===== config.mk =====
export PLATFORM = sky130hd
export DESIGN_NAME = rr_burst_scheduler_flat
export DESIGN_NICKNAME = d
export VERILOG_FILES = /design/src/rtl/rr_burst_scheduler_if.sv /design/src/rtl/rr_burst_scheduler.sv /design/src/flat_wrapper.sv
export SDC_FILE = /design/constraint.sdc
export NUM_CORES = 1
export LEC_CHECK = 0
export BUFFER_PORTS_ARGS = -buffer_cell sky130_fd_sc_hd__buf_2
export CORE_MARGIN = 5
export CORE_UTILIZATION = 41
export CTS_CLUSTER_DIAMETER = 30
export DETAILED_ROUTE_END_ITERATION = 7
export HOLD_SLACK_MARGIN = 0.1
export PLACE_DENSITY = 0.64
export SETUP_SLACK_MARGIN = 0.1
export SYNTH_ARGS = -nofsm -noshare
export SYNTH_HDL_FRONTEND = slang
export SYNTH_SLANG_ARGS = --single-unit

===== constraint.sdc =====
create_clock -name clk -period 1.3 [get_ports clk]
set_input_delay 0.13 -clock clk [delete_from_list [all_inputs] [get_ports clk]]
set_output_delay 0.13 -clock clk [all_outputs]
set_load 0.02 [all_outputs]

===== src/rtl/rr_burst_scheduler_if.sv =====
// rr_burst_scheduler_if: request/beat handshake bundle for rr_burst_scheduler.
// master drives req/beat_ready; slave (scheduler) drives gnt/busy/beat_cnt/beat_last.
interface rr_burst_scheduler_if #(
   parameter int NUM_REQ = 4
);
   logic [NUM_REQ-1:0] req;
   logic               beat_ready;
   logic [NUM_REQ-1:0] gnt;
   logic               busy;
   logic [1:0]         beat_cnt;
   logic               beat_last;

   modport master (
      output req, beat_ready,
      input  gnt, busy, beat_cnt, beat_last
   );

   modport slave (
      input  req, beat_ready,
      output gnt, busy, beat_cnt, beat_last
   );
endinterface


===== src/rtl/rr_burst_scheduler.sv =====
// rr_burst_scheduler: round-robin burst grant in front of a shared 2-bit beat counter.
// Ports: clk, resetn (sync, active-low), bus (slave: req, beat_ready -> gnt, busy,
// beat_cnt, beat_last). Macro BURST_HANDOFF_EN: hand grant over at release with no bubble.
module rr_burst_scheduler #(
   parameter int NUM_REQ   = 4,
   parameter int MAX_BEATS = 3
) (
   input logic                  clk,
   input logic                  resetn,
   rr_burst_scheduler_if.slave  bus
);
   localparam int OW = $clog2(NUM_REQ);

   if (MAX_BEATS < 1 || MAX_BEATS > 3) begin : g_bad_beats
      $error("rr_burst_scheduler: MAX_BEATS must be 1..3");
   end
   if (NUM_REQ < 2 || NUM_REQ > 8) begin : g_bad_req
      $error("rr_burst_scheduler: NUM_REQ must be 2..8");
   end

   typedef enum logic {IDLE, GRANT} state_t;

   state_t             state, state_n;
   logic [NUM_REQ-1:0] gnt, gnt_n;
   logic [1:0]         cnt, cnt_n;
   logic [OW-1:0]      owner, owner_n;
   logic [OW-1:0]      last, last_n;
   logic               release_c;

   // First set bit searching upward from base+1, wrapping; base itself is last.
   function automatic logic [OW-1:0] rr_pick(
      input logic [NUM_REQ-1:0] r,
      input logic [OW-1:0]      base
   );
      logic [OW-1:0] sel;
      logic          found;
      sel   = base;
      found = 1'b0;
      for (int i = 1; i <= NUM_REQ; i++) begin
         logic [OW-1:0] idx;
         idx = OW'((int'(base) + i) % NUM_REQ);
         if (!found && r[idx]) begin
            sel   = idx;
            found = 1'b1;
         end
      end
      return sel;
   endfunction

   always_ff @(posedge clk) begin
      if (!resetn) begin
         state <= IDLE;
         gnt   <= '0;
         cnt   <= 2'd0;
         owner <= '0;
         last  <= OW'(NUM_REQ - 1);
      end else begin
         state <= state_n;
         gnt   <= gnt_n;
         cnt   <= cnt_n;
         owner <= owner_n;
         last  <= last_n;
      end
   end

   always_comb begin
      state_n   = state;
      gnt_n     = gnt;
      cnt_n     = cnt;
      owner_n   = owner;
      last_n    = last;
      release_c = 1'b0;
      unique case (state)
         IDLE: begin
            if (|bus.req) begin
               owner_n = rr_pick(bus.req, last);
               gnt_n   = NUM_REQ'(1) << owner_n;
               cnt_n   = 2'd0;
               state_n = GRANT;
            end
         end
         GRANT: begin
            // Owner dropping req wins over beat_ready: no beat is counted.
            if (!bus.req[owner]) begin
               release_c = 1'b1;
            end else if (bus.beat_ready) begin
               if (cnt == 2'(MAX_BEATS - 1)) release_c = 1'b1;
               else cnt_n = cnt + 2'd1;
            end
            if (release_c) begin
               gnt_n   = '0;
               cnt_n   = 2'd0;
               last_n  = owner;
               state_n = IDLE;
`ifdef BURST_HANDOFF_EN
               // Releasing owner is masked; if it is the sole requester the
               // normal IDLE bubble applies.
               if (|(bus.req & ~gnt)) begin
                  owner_n = rr_pick(bus.req & ~gnt, owner);
                  gnt_n   = NUM_REQ'(1) << owner_n;
                  state_n = GRANT;
               end
`endif
            end
         end
         default: state_n = IDLE;
      endcase
   end

   assign bus.gnt       = gnt;
   assign bus.busy      = (state == GRANT);
   assign bus.beat_cnt  = cnt;
   assign bus.beat_last = (state == GRANT) && (cnt == 2'(MAX_BEATS - 1));
endmodule


===== src/flat_wrapper.sv =====
// flat-port wrapper written by rule: the top's interface ports become plain ports
module rr_burst_scheduler_flat 
#(
   parameter int NUM_REQ   = 4,
   parameter int MAX_BEATS = 3
)
  (clk, resetn, bus_req, bus_beat_ready, bus_gnt, bus_busy, bus_beat_cnt, bus_beat_last);
  rr_burst_scheduler_if #(.NUM_REQ(NUM_REQ)) bus_i ();
  input logic clk;
  input logic resetn;
  input wire logic [$bits(bus_i.req)-1:0] bus_req;
  input wire logic [$bits(bus_i.beat_ready)-1:0] bus_beat_ready;
  output wire logic [$bits(bus_i.gnt)-1:0] bus_gnt;
  output wire logic [$bits(bus_i.busy)-1:0] bus_busy;
  output wire logic [$bits(bus_i.beat_cnt)-1:0] bus_beat_cnt;
  output wire logic [$bits(bus_i.beat_last)-1:0] bus_beat_last;
  assign bus_i.req = bus_req;
  assign bus_i.beat_ready = bus_beat_ready;
  assign bus_gnt = bus_i.gnt;
  assign bus_busy = bus_i.busy;
  assign bus_beat_cnt = bus_i.beat_cnt;
  assign bus_beat_last = bus_i.beat_last;
  rr_burst_scheduler #(.NUM_REQ(NUM_REQ), .MAX_BEATS(MAX_BEATS)) u_core (.clk(clk), .resetn(resetn), .bus(bus_i));
endmodule

# Yosys cells after proc, flatten, opt, wreduce, memory -nomap -nowiden
# Index checks and enable logic that the tools add are counted.
word_totals:
  reg_bits: 11
  output_inout_bits: 8
  wordCells: 76
op_classes:
  addsub: 5
  magnitude_cmp: 5
  n_eq_ne: 6
  n_shift: 1
  muxes: 41
  n_bitwise: 1
  n_reduce_logical: 12
ops:
  columns: ["op", "count"]
  rows:
  - ["2-bit 2-to-1 mux", 11]
  - ["1-bit 2-to-1 mux", 20]
  - ["2-bit by 3-bit less-than comparator with 1-bit output, second input constant", 5]
  - ["1-bit binary-select mux with 2-bit select", 5]
  - ["3-bit != test, second input constant", 3]
  - ["4-bit 2-to-1 mux", 2]
  - ["4-bit one-hot mux with 2 select lines", 1]
  - ["2-bit by 1-bit adder with 2-bit output, second input constant", 3]
  - ["2-bit AND reduction", 3]
  - ["2-bit adder, second input constant", 2]
  - ["1-bit logical AND", 4]
  - ["2-bit one-hot mux with 2 select lines", 1]
  - ["4-bit AND reduction", 1]
  - ["4-bit OR reduction", 1]
  - ["1-bit by 2-bit left shift with 4-bit output, first input constant", 1]
  - ["1-bit zero test", 3]
  - ["2-bit equality test, second input constant", 1]
  - ["2-bit by 1-bit != test with 1-bit output, second input constant", 1]
  - ["2-bit != test, second input constant", 1]
  - ["1-bit one-hot mux with 2 select lines", 1]
  - ["1-bit NOT", 1]

# Depth between registers and ports, before layout
logic_depth:
  word_depth: 24
  depth_mapped: 6
  ltp_nobuf: 6

# Worst setup path after synthesis
# No wires, ideal clock.
synth_timing:
  path_kind: "register -> register"
  startpoint: "register u_core.cnt[0], in the netlist u_core.bus.beat_cnt[0]"
  endpoint: "register u_core.last[0]"
  setup_ps: 122
  arrival_time_ps: 1364
  required_time_ps: 1178
  setup_slack_ps: -186
  stages_incl_launch_ff: 7
  path_cell_list: "dfxtp_1 inv_1 ha_1 and2_1 o21ai_1 nand2b_1 a221o_1"
synth_via:
  elab_chain_cells: 6
synth_rtl:
  columns: ["item", "line", "source"]
  rows:
  - ["from (decl)", "rr_burst_scheduler.sv:25", "logic [1:0] cnt, cnt_n;"]
  - ["from (signal assigned)", "rr_burst_scheduler.sv:60", "cnt <= cnt_n;"]
  - ["2-bit equality test", "rr_burst_scheduler.sv:87", "if (cnt == 2'(MAX_BEATS - 1)) release_c = 1'b1;"]
  - ["1-bit 2-to-1 mux", "rr_burst_scheduler.sv:87", null]
  - ["1-bit 2-to-1 mux", "rr_burst_scheduler.sv:86", "end else if (bus.beat_ready) begin"]
  - ["1-bit 2-to-1 mux", "rr_burst_scheduler.sv:84", "if (!bus.req[owner]) begin"]
  - ["1-bit 2-to-1 mux", "rr_burst_scheduler.sv:73", "unique case (state)"]
  - ["2-bit AND reduction (no line)", null, null]
  - ["to (signal assigned)", "rr_burst_scheduler.sv:56", "last <= OW'(NUM_REQ - 1);"]
  - ["to (signal assigned)", "rr_burst_scheduler.sv:62", "last <= last_n;"]
  - ["to (decl)", "rr_burst_scheduler.sv:27", "logic [OW-1:0] last, last_n;"]
# No other way between the ends. The select of a mux whose other input is x is not followed.
# A chain may end at the register's enable or synchronous reset.

# Final worst setup path
layout_timing:
  startpoint: "register u_core.owner[1]"
  endpoint: "register u_core.gnt[1], in the netlist u_core.bus.gnt[1]"
layout_via:
  elab_chain_cells: 6
layout_rtl:
  columns: ["item", "line", "source"]
  rows:
  - ["from (decl)", "rr_burst_scheduler.sv:26", "logic [OW-1:0] owner, owner_n;"]
  - ["from (signal assigned)", "rr_burst_scheduler.sv:61", "owner <= owner_n;"]
  - ["1-bit binary-select mux with 2-bit select", "rr_burst_scheduler.sv:84", null]
  - ["1-bit 2-to-1 mux (implied by the code)", "rr_burst_scheduler.sv:84", null]
  - ["1-bit 2-to-1 mux", "rr_burst_scheduler.sv:84", null]
  - ["1-bit 2-to-1 mux", "rr_burst_scheduler.sv:73", null]
  - ["2-bit != test (no line)", null, null]
  - ["2-bit AND reduction (no line)", null, null]
  - ["to (signal assigned)", "rr_burst_scheduler.sv:59", "gnt <= gnt_n;"]
  - ["to (decl)", "rr_burst_scheduler.sv:24", "logic [NUM_REQ-1:0] gnt, gnt_n;"]
# No other way between the ends. The select of a mux whose other input is x is not followed.

==> run_results.csv <==
group,metric,value,unit
power_and_ir_drop,p_per_area,1012,nW/um^2
finish,drive_gt1_share,51.52,%
clocking,clk_path_buf_depth,2,
die,core_area,1471,um^2
setup_path,r2r-start,"u_core.owner[1]",
setup_path,worstPathRequired,1.47,ns
power_and_ir_drop,irDropWorstVdd,0.8003,mV
synthesis,synthAdderAreaFrac,2.016,%
setup_path,worst-setup-path-type,"flip-flop to flip-flop",
finish,finalNetCount,108,
sta,min_period,1.444,ns
clocking,cts-root-buf,"clkbuf_4",
synthesis,syn-num-nets,80,
sta,maxSlewHeadroom,80.01,%
detailed_routing,drtPass1Iterations,4,
detailed_routing,dr_total_vias,645,
outcome,outcome,"complete, but fails checks",
clocking,clkSinkCount,11,
clocking,cts_buffers,3,
setup_path,max_stage_delay,0.37,ns
synthesis,yosys.area_share.simple,25.00,%
clocking,htreeDepth,1,
setup_path,r2r-end,"u_core.bus.gnt[1]",
synthesis,synth_xor_area_share,0,%
finish,mostFrequentLayoutCell,"buf_2",
grt,antenna_found_initial,0,
finish,layout_common_cells,"buf_2, buf_4, nand2_1",
synthesis,synth_area,620.6,um^2
synthesis,synth_compound_area_share,23.39,%
finish,syn_to_final_growth,50.60,%
grt,grt-ovfl-total,0,
power_and_ir_drop,p_leak,0.0003803,uW
placement,io_buffers,14,
sta,setup_ws,-0.1442,ns
setup_path,r2r_cells,5,
die,rows,14,
setup_path,cp.arrival,1.61,ns
setup_path,path_delay_family,"compound AO/OA/AOI/OAI gates",
setup_path,crit_chain,"buf_4 -> mux2i_4 -> o22ai_4 -> a21o_1 -> a32o_1",
sta,slew_viol_final,0,
sta,worst_slew_pin_slew,0.2974,ns
detailed_routing,routedWlPerCell,14.57,um
synthesis,yosys.area.top_type,"dfxtp_1",
synthesis,synthMuxAreaShare,10.08,%
synthesis,synth_top_area_share,35.48,%
grt,grt_pass1_vias,647,
detailed_routing,drt_iter0_drc,14,
placement,place_inst,109,
synthesis,synth_top_family_by_area,"simple AND/OR/NAND/NOR gates",
sta,rsz0062_at_grt,"true",
synthesis,ys.warnings.count,0,
sta,tns,-0.4845,ns
sta,hold_viol,0,
setup_path,start_kind,"flip-flop",
sta,period_share,111.1,%
synthesis,syn_inst,72,
clocking,clk_latency,0.27,ns
synthesis,ys_seq_area_share,35.48,%
sta,clock_skew,0.003464,ns
die,top_level_ports,15,
clocking,holdBufCountCts,0,
detailed_routing,antenna_left,0,
detailed_routing,route.detailed.drc,0,
worst_hold_path,hp-class,"primary input to flip-flop",
setup_path,critPathLaunch,"u_core.owner[1]",
setup_path,slowest_stage,"dfxtp_4",
die,die_w,48.91,um
outcome,failed_checks,"negative setup slack",
clocking,clk_pin_slew,0.07,ns
placement,place_hpwl,1.130,mm
synthesis,ys_seq_elements,11,
grt,grt_start_max_net_pins,11,
setup_path,crit_fanout,4,
setup_path,cp-end-kind,"flip-flop",
finish,diodes,0,
sta,setup_viol,7,
setup_path,crit_end,"u_core.bus.gnt[1]",
finish,n_fill_cell,134,
placement,place_congestion,0.7256,
detailed_routing,vias_per_cell,5.609,
power_and_ir_drop,fin_total_pwr,945.6,uW
die,start_util,42.18,%
setup_path,cp.depth,5,
synthesis,ys_types,30,
setup_path,ff2ff_setup_slack,-0.14,ns
grt,grt_pass1_wl,2.898,mm
die,die_y,48.91,um
detailed_routing,drt-total-wl,1.675,mm
finish,fin_cells,115,
synthesis,synth_area_leaders,"dfxtp_1, mux2i_1, nand2_1, a21oi_1, nand2b_1",
sta,fmax,692.4,MHz
worst_hold_path,min_path_cells,3,
grt,track_usage,15.20,%
synthesis,synth_area_per_cell,8.619,um^2
setup_path,worst-path-buf-inv,1,
clocking,cts_tree,"done",
run,drv_cap,0,
die,dieArea,2392,um^2
==> what timing repair did <==
item | 4_1_cts | 5_1_grt
setup buffers | 2 | 0
pin swaps | 4 | 10
gates resized for setup | 17 | 7
endpoints found under the setup margin | 11 | 12
==> routing by layer <==
layer	wire, um	global-route usage, %	up-vias
li1	-	-	321
met1	720	18.70	297
met2	807	23.91	23
met3	104	3.976	4
met4	42	8.072	0
met5	0	0	-
==> cells in the mapped netlist, drive strengths merged <==
cell / n
nor4: 2
a31oi: 1
a32o: 2
and2b: 1
a21boi: 1
o21ai: 4
a221o: 1
nor2: 2
nand2b: 4
nand4b: 1
inv: 3
nor3b: 1
mux4: 1
buf: 2
a21oi: 5
and2: 2
or3: 1
nand3: 1
a21o: 2
clkbuf: 1
mux2i: 4
o22ai: 5
nor3: 3
ha: 1
nand3b: 1
nand2: 9
dfxtp: 11
==> worst min path at each step <==
stage	start	end	slack [ns]
floorplan	resetn	u_core.owner[1]	0.29
global placement	resetn	u_core.owner[1]	0.43
detailed placement	resetn	u_core.owner[1]	0.45
CTS	resetn	u_core.owner[1]	0.17
global route	resetn	u_core.bus.busy	0.20
finish	resetn	u_core.owner[1]	0.18
==> where the power goes <==
part           total [uW]  switching [uW]  internal [uW]
registers             402            34.0            367
logic                 306             149            157
clock network         238             119            119
==> cell type report <==
class	instances	area [um^2]	area share, %
clock buffer	4	26.28	2.811
tap	16	20.02	2.142
multi-input combinational	55	469.2	50.20
sequential	11	234.0	25.03
inverter	3	11.26	1.205
timing repair buffer	26	173.9	18.61
==> cells by family after synthesis <==
| logic type | after synthesis |
|---|---|
| multiplexers | 5 |
| AO/OA/AOI/OAI | 21 |
| buffers and inverters | 6 |
| AND/OR/NAND/NOR | 28 |
| flip-flops | 11 |
| adder cells (fa/ha/maj) | 1 |
==> tightest hold or removal path, delay by kind of cell <==
family                 cells  cell delay (ns)
buffers and inverters      2             0.17
AO/OA/AOI/OAI              1             0.11
==> flip-flops by register name (all words and copies together), names as in the netlist <==
name,cells
u_core.last,2
u_core.bus.beat_cnt,2
u_core.bus.gnt,4
u_core.owner,2
u_core.bus.busy,1
==> metrics by stage <==
step	hold WS (ns)	util, %	cell area (um^2)	setup slack [ns]
3_5_place_dp	0.4454	53.15	782.0	-0.1214
5_1_grt	0.2032	63.52	934.6	-0.1932
4_1_cts	0.1731	61.05	898.4	-0.1038
2_1_floorplan	0.2907	-	639.4	-0.07709
6_report	0.1784	63.52	934.6	-0.1442
3_3_place_gp	0.4350	53.15	782.0	-0.08353
Note: power is estimated with default switching activity, not from simulation.
